$ cat config.mk
export PLATFORM = sky130hd
export DESIGN_NAME = plot_scheduler
export DESIGN_NICKNAME = d
export VERILOG_FILES = /design/src/rtl/plot_scheduler.sv
export SDC_FILE = /design/constraint.sdc
export NUM_CORES = 1
export LEC_CHECK = 0
export CELL_PAD_IN_SITES_DETAIL_PLACEMENT = 0
export CELL_PAD_IN_SITES_GLOBAL_PLACEMENT = 2
export CORE_ASPECT_RATIO = 0.5
export CORE_MARGIN = 3
export CORE_UTILIZATION = 29
export CTS_BUF_LIST = sky130_fd_sc_hd__clkbuf_8
export CTS_CLUSTER_DIAMETER = 40
export DETAILED_ROUTE_END_ITERATION = 8
export HOLD_SLACK_MARGIN = 0.06
export PLACE_DENSITY_LB_ADDON = 0.1
export SLEW_MARGIN = 20
export SYNTH_ARGS = -nofsm -noshare
export SYNTH_HDL_FRONTEND = slang
export SYNTH_SLANG_ARGS = --single-unit
$ cat constraint.sdc
create_clock -name clk -period 6.75 [get_ports clk]
set_clock_uncertainty 0.05 [all_clocks]
set_input_delay 0.675 -clock clk [delete_from_list [all_inputs] [get_ports clk]]
set_output_delay 0.675 -clock clk [all_outputs]
set_load 0.02 [all_outputs]
$ cat src/rtl/plot_scheduler.sv
// plot_scheduler: round-robin arbiter that sequences optional erase and draw
// rectangles from the ball, paddle and block sources onto a single plotter.
module plot_scheduler #(
   parameter int unsigned MAX_X         = 159,
   parameter int unsigned MAX_Y         = 119,
   parameter logic [2:0]  BG_COLOUR     = 3'b000,
   parameter logic [2:0]  BALL_COLOUR   = 3'b111,
   parameter logic [2:0]  PADDLE_COLOUR = 3'b010,
   parameter logic [2:0]  BLOCK_COLOUR  = 3'b100
) (
   input  logic        clk,
   input  logic        resetn,
   input  logic [2:0]  req,
   input  logic [2:0]  erase_en,
   input  logic [2:0]  draw_en,
   input  logic [23:0] new_x,
   input  logic [20:0] new_y,
   input  logic [23:0] old_x,
   input  logic [20:0] old_y,
   input  logic [23:0] size_x,
   input  logic [20:0] size_y,
   output logic [2:0]  ack,
   output logic        plot_start,
   output logic [7:0]  plot_x,
   output logic [6:0]  plot_y,
   output logic [7:0]  plot_w,
   output logic [6:0]  plot_h,
   output logic [2:0]  plot_colour,
   input  logic        plot_done,
   output logic        busy
);

   typedef enum logic [2:0] {
      S_IDLE,
      S_ERASE_START,
      S_ERASE_WAIT,
      S_DRAW_START,
      S_DRAW_WAIT,
      S_ACK
   } state_t;

   localparam logic [7:0] MAX_X8 = 8'(MAX_X);
   localparam logic [6:0] MAX_Y7 = 7'(MAX_Y);
   localparam logic [8:0] X_END  = 9'(MAX_X + 1);
   localparam logic [7:0] Y_END  = 8'(MAX_Y + 1);

   function automatic logic [7:0] sel8(input logic [23:0] v, input logic [1:0] i);
      case (i)
         2'd1:    return v[15:8];
         2'd2:    return v[23:16];
         default: return v[7:0];
      endcase
   endfunction

   function automatic logic [6:0] sel7(input logic [20:0] v, input logic [1:0] i);
      case (i)
         2'd1:    return v[13:7];
         2'd2:    return v[20:14];
         default: return v[6:0];
      endcase
   endfunction

   function automatic logic [2:0] src_colour(input logic [1:0] i);
      case (i)
         2'd1:    return PADDLE_COLOUR;
         2'd2:    return BLOCK_COLOUR;
         default: return BALL_COLOUR;
      endcase
   endfunction

   function automatic logic phase_ok(input logic en, input logic [7:0] x, input logic [6:0] y,
                                     input logic [7:0] w, input logic [6:0] h);
      return en && (x <= MAX_X8) && (y <= MAX_Y7) && (w != '0) && (h != '0);
   endfunction

   // Remaining room is computed one bit wider so a full-width rectangle cannot wrap.
   function automatic logic [7:0] clip_w(input logic [7:0] x, input logic [7:0] w);
      logic [8:0] room;
      room = X_END - {1'b0, x};
      return ({1'b0, w} < room) ? w : room[7:0];
   endfunction

   function automatic logic [6:0] clip_h(input logic [6:0] y, input logic [6:0] h);
      logic [7:0] room;
      room = Y_END - {1'b0, y};
      return ({1'b0, h} < room) ? h : room[6:0];
   endfunction

   state_t     state_q, state_d;
   logic [1:0] last_q, last_d;
   logic [1:0] win_q, win_d;
   logic       den_q, den_d;
   logic [7:0] nx_q, nx_d;
   logic [6:0] ny_q, ny_d;
   logic [7:0] sx_q, sx_d;
   logic [6:0] sy_q, sy_d;
   logic [7:0] px_q, px_d;
   logic [6:0] py_q, py_d;
   logic [7:0] pw_q, pw_d;
   logic [6:0] ph_q, ph_d;
   logic [2:0] pc_q, pc_d;

   logic       gnt_found;
   logic [1:0] gnt;
   logic [1:0] cand;

   always_comb begin
      gnt_found = 1'b0;
      gnt       = '0;
      cand      = '0;
      for (int unsigned k = 0; k < 3; k++) begin
         cand = 2'((32'(last_q) + 32'd1 + k) % 32'd3);
         if (!gnt_found && req[cand]) begin
            gnt_found = 1'b1;
            gnt       = cand;
         end
      end
   end

   logic [7:0] g_ox, g_nx, g_sx;
   logic [6:0] g_oy, g_ny, g_sy;
   logic       g_erase_ok, g_draw_ok, q_draw_ok;

   assign g_ox       = sel8(old_x, gnt);
   assign g_oy       = sel7(old_y, gnt);
   assign g_nx       = sel8(new_x, gnt);
   assign g_ny       = sel7(new_y, gnt);
   assign g_sx       = sel8(size_x, gnt);
   assign g_sy       = sel7(size_y, gnt);
   assign g_erase_ok = phase_ok(erase_en[gnt], g_ox, g_oy, g_sx, g_sy);
   assign g_draw_ok  = phase_ok(draw_en[gnt], g_nx, g_ny, g_sx, g_sy);
   assign q_draw_ok  = phase_ok(den_q, nx_q, ny_q, sx_q, sy_q);

   always_comb begin
      state_d = state_q;
      last_d  = last_q;
      win_d   = win_q;
      den_d   = den_q;
      nx_d    = nx_q;
      ny_d    = ny_q;
      sx_d    = sx_q;
      sy_d    = sy_q;
      px_d    = px_q;
      py_d    = py_q;
      pw_d    = pw_q;
      ph_d    = ph_q;
      pc_d    = pc_q;
      case (state_q)
         S_IDLE: begin
            if (gnt_found) begin
               win_d = gnt;
               den_d = draw_en[gnt];
               nx_d  = g_nx;
               ny_d  = g_ny;
               sx_d  = g_sx;
               sy_d  = g_sy;
               // The first phase is loaded straight from the inputs so it can start next cycle.
               if (g_erase_ok) begin
                  state_d = S_ERASE_START;
                  px_d    = g_ox;
                  py_d    = g_oy;
                  pw_d    = clip_w(g_ox, g_sx);
                  ph_d    = clip_h(g_oy, g_sy);
                  pc_d    = BG_COLOUR;
               end else if (g_draw_ok) begin
                  state_d = S_DRAW_START;
                  px_d    = g_nx;
                  py_d    = g_ny;
                  pw_d    = clip_w(g_nx, g_sx);
                  ph_d    = clip_h(g_ny, g_sy);
                  pc_d    = src_colour(gnt);
               end else begin
                  state_d = S_ACK;
               end
            end
         end
         S_ERASE_START: state_d = S_ERASE_WAIT;
         S_ERASE_WAIT: begin
            if (plot_done) begin
               if (q_draw_ok) begin
                  state_d = S_DRAW_START;
                  px_d    = nx_q;
                  py_d    = ny_q;
                  pw_d    = clip_w(nx_q, sx_q);
                  ph_d    = clip_h(ny_q, sy_q);
                  pc_d    = src_colour(win_q);
               end else begin
                  state_d = S_ACK;
               end
            end
         end
         S_DRAW_START: state_d = S_DRAW_WAIT;
         S_DRAW_WAIT: begin
            if (plot_done) state_d = S_ACK;
         end
         S_ACK: begin
            last_d  = win_q;
            state_d = S_IDLE;
         end
         default: state_d = S_IDLE;
      endcase
   end

   always_ff @(posedge clk or negedge resetn) begin
      if (!resetn) begin
         state_q <= S_IDLE;
         last_q  <= 2'd2;
         win_q   <= '0;
         den_q   <= 1'b0;
         nx_q    <= '0;
         ny_q    <= '0;
         sx_q    <= '0;
         sy_q    <= '0;
         px_q    <= '0;
         py_q    <= '0;
         pw_q    <= '0;
         ph_q    <= '0;
         pc_q    <= '0;
      end else begin
         state_q <= state_d;
         last_q  <= last_d;
         win_q   <= win_d;
         den_q   <= den_d;
         nx_q    <= nx_d;
         ny_q    <= ny_d;
         sx_q    <= sx_d;
         sy_q    <= sy_d;
         px_q    <= px_d;
         py_q    <= py_d;
         pw_q    <= pw_d;
         ph_q    <= ph_d;
         pc_q    <= pc_d;
      end
   end

   assign plot_start  = (state_q == S_ERASE_START) || (state_q == S_DRAW_START);
   assign ack         = (state_q == S_ACK) ? (3'b001 << win_q) : '0;
   assign busy        = (state_q != S_IDLE);
   assign plot_x      = px_q;
   assign plot_y      = py_q;
   assign plot_w      = pw_q;
   assign plot_h      = ph_q;
   assign plot_colour = pc_q;

endmodule

# --- Word level (Yosys, flattened, before mapping) ---
# Index checks and enable logic that the tools add are counted.
word_totals:
  register_bits: 71
  out_inout_bits: 38
classes:
  shift: 1
  n_div: 3
  magnitude_cmp: 16
  muxes: 68
  eq_ne: 14
  n_reduce_logical: 27
  addsub: 9
ops:
  columns: ["operator", "count"]
  rows:
  - ["two-way mux 8 bit", 13]
  - ["remainder unit 32 x 2 -> 32 bit, second input constant", 3]
  - ["two-way mux 7 bit", 13]
  - ["case mux 8 bit (2 select lines)", 5]
  - ["case mux 7 bit (2 select lines)", 5]
  - ["two-way mux 3 bit", 12]
  - ["adder 32 x 1 -> 32 bit, second input constant", 1]
  - ["< comparator 8 x 9 -> 1 bit", 3]
  - ["subtractor 8 x 8 -> 9 bit, first input constant", 3]
  - ["less-or-equal comparator 8 bit, second input constant", 3]
  - ["< comparator 7 x 8 -> 1 bit", 3]
  - ["subtractor 7 x 7 -> 8 bit, first input constant", 3]
  - ["less-or-equal comparator 7 bit, second input constant", 3]
  - ["case mux 3 bit (2 select lines)", 3]
  - ["nonzero test 8 bit", 2]
  - ["case mux 3 bit (5 select lines)", 1]
  - ["logical AND 1 bit", 14]
  - ["nonzero test 7 bit", 2]
  - ["< comparator 2 x 3 -> 1 bit, second input constant", 4]
  - ["binary-select mux 1 bit (select 2 bit)", 5]
  - ["two-way mux 1 bit", 8]
  - ["!= test 2 bit, second input constant", 4]
  - ["== test 3 x 2 -> 1 bit, second input constant", 2]
  - ["== test 3 bit, second input constant", 2]
  - ["other kinds (16)", 21]

# --- Longest topological paths before layout ---
depth:
  depth_word: 22
  ltp_mapped: 28
  ltp_nobuf: 23

# --- Worst setup path before layout ---
# OpenSTA, ideal clock, no wires.
synth_timing:
  path_kind: "reg-to-reg"
  startpoint: "reg last_q[1]"
  endpoint: "reg pw_q[3], in the netlist plot_w[3]"
  stages_incl_launch_ff: 26
  setup_time_ns: 0.116
  arrival_time_ns: 4.928
  t_required_ns: 6.584
  setup_slack_ns: 1.656
  synth_period_minus_slack_ns: 5.094
  cell_sequence: "dfstp_2 ha_1 buf_4 mux2i_1 o2bb2ai_1 o21ai_2 buf_4 buf_4 buf_4 buf_2 nand3_1 a31oi_1 or3_1 or3_1 xor2_1 ha_1 and3_1 nand4_1 a31o_2 a31oi_1 o21a_1 and2_1 clkbuf_1 buf_2 nor3_1 o311ai_0"
synth_between:
  word_cells_on_any_way: 61
  classes_between: "add/sub: 5; div: 3; order compare: 6; eq/ne: 4; mux: 28; reduce/logical: 15"
synth_lines:
  columns: ["element", "line_no", "rtl"]
  rows:
  - ["start, declared", "90", "logic [1:0] last_q, last_d;"]
  - ["start signal, assigned", "221", "last_q <= last_d;"]
  - ["adder 2 x 1 -> 3 bit *", "112", "cand = 2'((32'(last_q) + 32'd1 + k) % 32'd3);"]
  - ["parallel branches: the longest is 9 deep, another holds adder 32 x 1 -> 32 bit", null, null]
  - ["two-way mux 2 bit *", "113", "if (!gnt_found && req[cand]) begin"]
  - ["== test 2 bit / == test 2 x 1 -> 1 bit (equally long branches)", "48", "case (i)"]
  - ["case mux 8 bit (2 select lines) *", "48", null]
  - ["named net g_nx[1]", "120", "logic [7:0] g_ox, g_nx, g_sx;"]
  - ["subtractor 8 x 8 -> 9 bit / less-or-equal comparator 8 bit (equally long branches)", "79, 73", null]
  - ["< comparator 8 x 9 -> 1 bit / logical AND 1 bit (equally long branches)", "80, 73", null]
  - ["two-way mux 8 bit / logical AND 1 bit (equally long branches)", "80, 73", null]
  - ["two-way mux 8 bit / logical AND 1 bit (equally long branches)", "165, 73", null]
  - ["two-way mux 8 bit / logical AND 1 bit (equally long branches)", "158, 73", null]
  - ["two-way mux 8 bit / != test 3 bit (equally long branches)", null, null]
  - ["case mux 8 bit (2 select lines) / AND reduction 5 bit (equally long branches)", null, null]
  - ["end signal, assigned", "230", "pw_q <= pw_d;"]
  - ["end, declared", "99", "logic [7:0] pw_q, pw_d;"]
# Mark *: on every way through the listed nets, which the timed path passes. The select of a mux whose other input is x is not followed.
# A chain may end at the register's enable or synchronous reset.

# --- Final worst setup path ---
layout_timing:
  startpoint: "reg last_q[1]"
  endpoint: "reg pw_q[3], in the netlist plot_w[3]"
layout_between:
  elab_chain_len: 21
  word_cells_on_any_way: 61
  classes_between: "add/sub: 5; div: 3; order compare: 6; eq/ne: 4; mux: 28; reduce/logical: 15"
layout_rtl:
  columns: ["element", "line_no"]
  rows:
  - ["adder 2 x 1 -> 3 bit *", "112"]
  - ["parallel branches: the longest is 20 deep, another holds adder 32 x 1 -> 32 bit", null]
# Every way passes the cells marked *. The select of a mux whose other input is x is not followed.

==> results.py <==
metrics = {
    "sta": {
        "hold_slack_ps": 378.2,
        "finalHoldViolCount": 0,
        "slew_violations": 0,
        "fin_crit_sh": 0.8978,
        "min_period_ps": 6060,
        "relSlewSlack": 0.2268,
        "setup_slack_ps": 689.7,
        "setup_viol": 0,
        "fmax_mhz": 165.0,
        "grt_setup_unrepaired": "false",
        "tightest_slew_ps": 1154,
        "setup_tns_ps": 0,
    },
    "clock_tree": {
        "postCtsResizedCells": 0,
        "clock-root-buffer": "clkbuf_8",
        "cts_post_setup_buffers_inserted": 0,
        "clk_latency_ps": 380,
        "cts_buffer_depth": 2,
        "postCtsHoldBufs": 0,
        "h-tree-depth": 3,
        "cts_buffers": 9,
        "cts_tree": "yes",
        "clk_pin_slew_worst_paths_ps": 80,
        "cts.sinks": 71,
    },
    "synthesis": {
        "syn_nets": 1106,
        "syn-cell-area_mm2": 0.007171,
        "synthMuxAreaShare": 0.06386,
        "ys_seq_elements": 71,
        "synth_adder_area_share": 0.09597,
        "yosysTopAreaCell": "dfrtp_1",
        "synth_top_area_frac": 0.2443,
        "yosys.area_share.simple": 0.2120,
        "synth_most_common_cell": "nand2_1",
        "post_synth.cell_area_avg_um2": 7.932,
        "synth_top_family_by_area": "compound AO/OA/AOI/OAI gates",
        "ys_top_cells_by_area": "dfrtp_1 (24%), ha_1 (9.6%), o21ai_0 (6.1%)",
        "synth_commonest_cells": "nand2_1 (91), o21ai_0 (87), nor2_1 (86), dfrtp_1 (70), ha_1 (55)",
        "synth.distinct_cells": 77,
        "ys_seq_area_frac": 0.2479,
        "async_flop_share": 1.000,
        "synth-edff-count": 0,
        "yosys_warnings": 0,
        "ys.flop_type": "dfrtp_1",
        "synth_compound_area_frac": 0.2724,
        "synthCells": 904,
        "synth-xor-area-share": 0.03420,
    },
    "floorplanning": {
        "fp.dieW_um": 228.4,
        "core_mm2": 0.02352,
        "rows": 39,
        "die_h_um": 117.2,
        "io_pins": 185,
        "start_util": 0.3049,
        "dieArea_mm2": 0.02676,
    },
    "global_routing": {
        "overflow": 0,
        "grt_usage": 0.2251,
        "grt_first_pass_wirelength_um": 46050,
        "antenna_found_initial": 0,
        "grt_max_degree": 72,
        "first_global_vias": 7577,
    },
    "status": {
        "status": "complete, no violations",
    },
    "setup_path": {
        "required_ps": 6960,
        "path_depth": 18,
        "crit_slowest_cell": "o21a_1",
        "slowest_delay_ps": 890,
        "cp_max_fo": 30,
        "reg2reg_from": "last_q[1]$_DFFE_PN1P_",
        "reg2reg_depth": 18,
        "rrSetupSlack_ps": 690,
        "crit_path_end_kind": "register",
        "reg2reg_to": "plot_w[3]$_DFFE_PN0P_",
        "worstPathArrival_ps": 6270,
        "crit_buf_inv": 0,
        "worstSetupStartpointType": "register",
        "crit_type": "reg2reg",
        "crit_family": "compound AO/OA/AOI/OAI gates",
        "crit_chain": "ha_1 > nand3b_1 > a2111oi_4 > o21a_1 > o21ai_0 > a31oi_1 > or3_1 > or3_1 > xor2_1 > ha_1 > and3_1 > nand4_1 > a31o_2 > a31oi_1 > o21a_1 > and2_1 > nor3_1 > o311ai_0",
    },
    "drt": {
        "drtAntennaViolNets": 0,
        "drcViolationCount": 0,
        "drt_iter0_markers": 368,
        "wl_um": 29950,
        "vias": 7610,
        "viasPerCell": 5.416,
        "dr.pass1.iters": 5,
        "drt-wirelength-per-cell_um": 21.32,
    },
    "placed_design": {
        "place_area_mm2": 0.009333,
        "port_buffers": 184,
        "globalplace.congestion": 0.8884,
        "dpl_worst_slack_ps": 444.4,
        "hpwl_um": 23430,
    },
    "final_layout": {
        "drive_gt1_frac": 0.1049,
        "nets": 1274,
        "area_delta_synth_final_pct": 32.63,
        "stdcell_area_mm2": 0.009510,
        "antenna_cells": 0,
    },
    "worst_hold_path": {
        "min_path_type": "in2async",
    },
    "flow_run": {
        "drv_cap": 0,
    },
}
[routing by layer]
metal  vias to the layer above  part of all wire  global-route usage
met2                       200              0.48              0.3937
met3                        26             0.045             0.03723
li1                       3650                 -                   -
met4                         0             0.010             0.03778
met1                      3734              0.47              0.3007
met5                         -                 0                   0
[worst reg2reg max path, cell delays in order (launching register included)]
cell and delay, ps:
dfstp_2 550, ha_1 360, nand3b_1 220, a2111oi_4 480, o21a_1 890, o21ai_0 210
a31oi_1 600, or3_1 340, or3_1 150, xor2_1 90, ha_1 320, and3_1 150
nand4_1 100, a31o_2 240, a31oi_1 130, o21a_1 170, and2_1 490, nor3_1 80
o311ai_0 320
[flip-flops by register name (all words and copies together) (netlist names)]
name,flops
sx_q,8
last_q,2
ny_q,7
sy_q,7
plot_x,8
plot_h,7
state_q,3
plot_y,7
nx_q,8
plot_colour,3
den_q,1
plot_w,8
win_q,2
[cell usage in the layout, fill, tap and decap left out, types with 10 or more instances in the layout]
cell type / n
clkdlybuf4s50_1: 183
nand2_1: 91
o21ai_0: 87
nor2_1: 86
dfrtp_1: 70
ha_1: 55
nand3_1: 49
inv_1: 44
a31oi_1: 43
buf_4: 35
mux2_2: 26
a21oi_1: 22
xnor2_1: 22
a21o_1: 19
nor3_1: 16
mux2i_1: 15
a211oi_1: 11
nand2b_1: 10
and2_1: 10
a31o_2: 10
clkbuf_8: 10
[layout make-up]
cell class / count / area [um2]
multi-input combinational: 730 / 4896
fill: 2454 / 14010
timing repair buffer: 219 / 2110
clock buffer: 10 / 137.6
sequential: 71 / 1778
clock inverter: 6 / 25.02
tap: 328 / 410.4
inverter: 41 / 153.9
[worst max path at each step]
stage,end,from
finish,plot_w[3]$_DFFE_PN0P_,last_q[1]$_DFFE_PN1P_
global placement,plot_w[3]$_DFFE_PN0P_,req[2]
floorplan,plot_w[3]$_DFFE_PN0P_,last_q[1]$_DFFE_PN1P_
detailed placement,plot_w[3]$_DFFE_PN0P_,req[2]
CTS,plot_w[3]$_DFFE_PN0P_,last_q[1]$_DFFE_PN1P_
global route,plot_w[3]$_DFFE_PN0P_,last_q[1]$_DFFE_PN1P_
[through the flow]
stage	util	std cells
detailed placement	0.3968	1388
global placement	0.3968	1388
floorplan	-	904
finish	0.4044	1405
CTS	0.4037	1404
global route	0.4044	1405
[cell families (layout without fill, tap and decap cells)]
logic type | Yosys count | in the layout
AOI/OAI and AO/OA | 285 | 285
DFF | 71 | 71
xor gates and xnor gates | 28 | 28
adders and majority gates | 55 | 55
and+or+nand+nor | 320 | 320
buffers and inverters | 103 | 276
muxes | 42 | 42
Power is not shown: default switching activity piles up to over one toggle a cycle in this logic, so the estimate is an artifact.
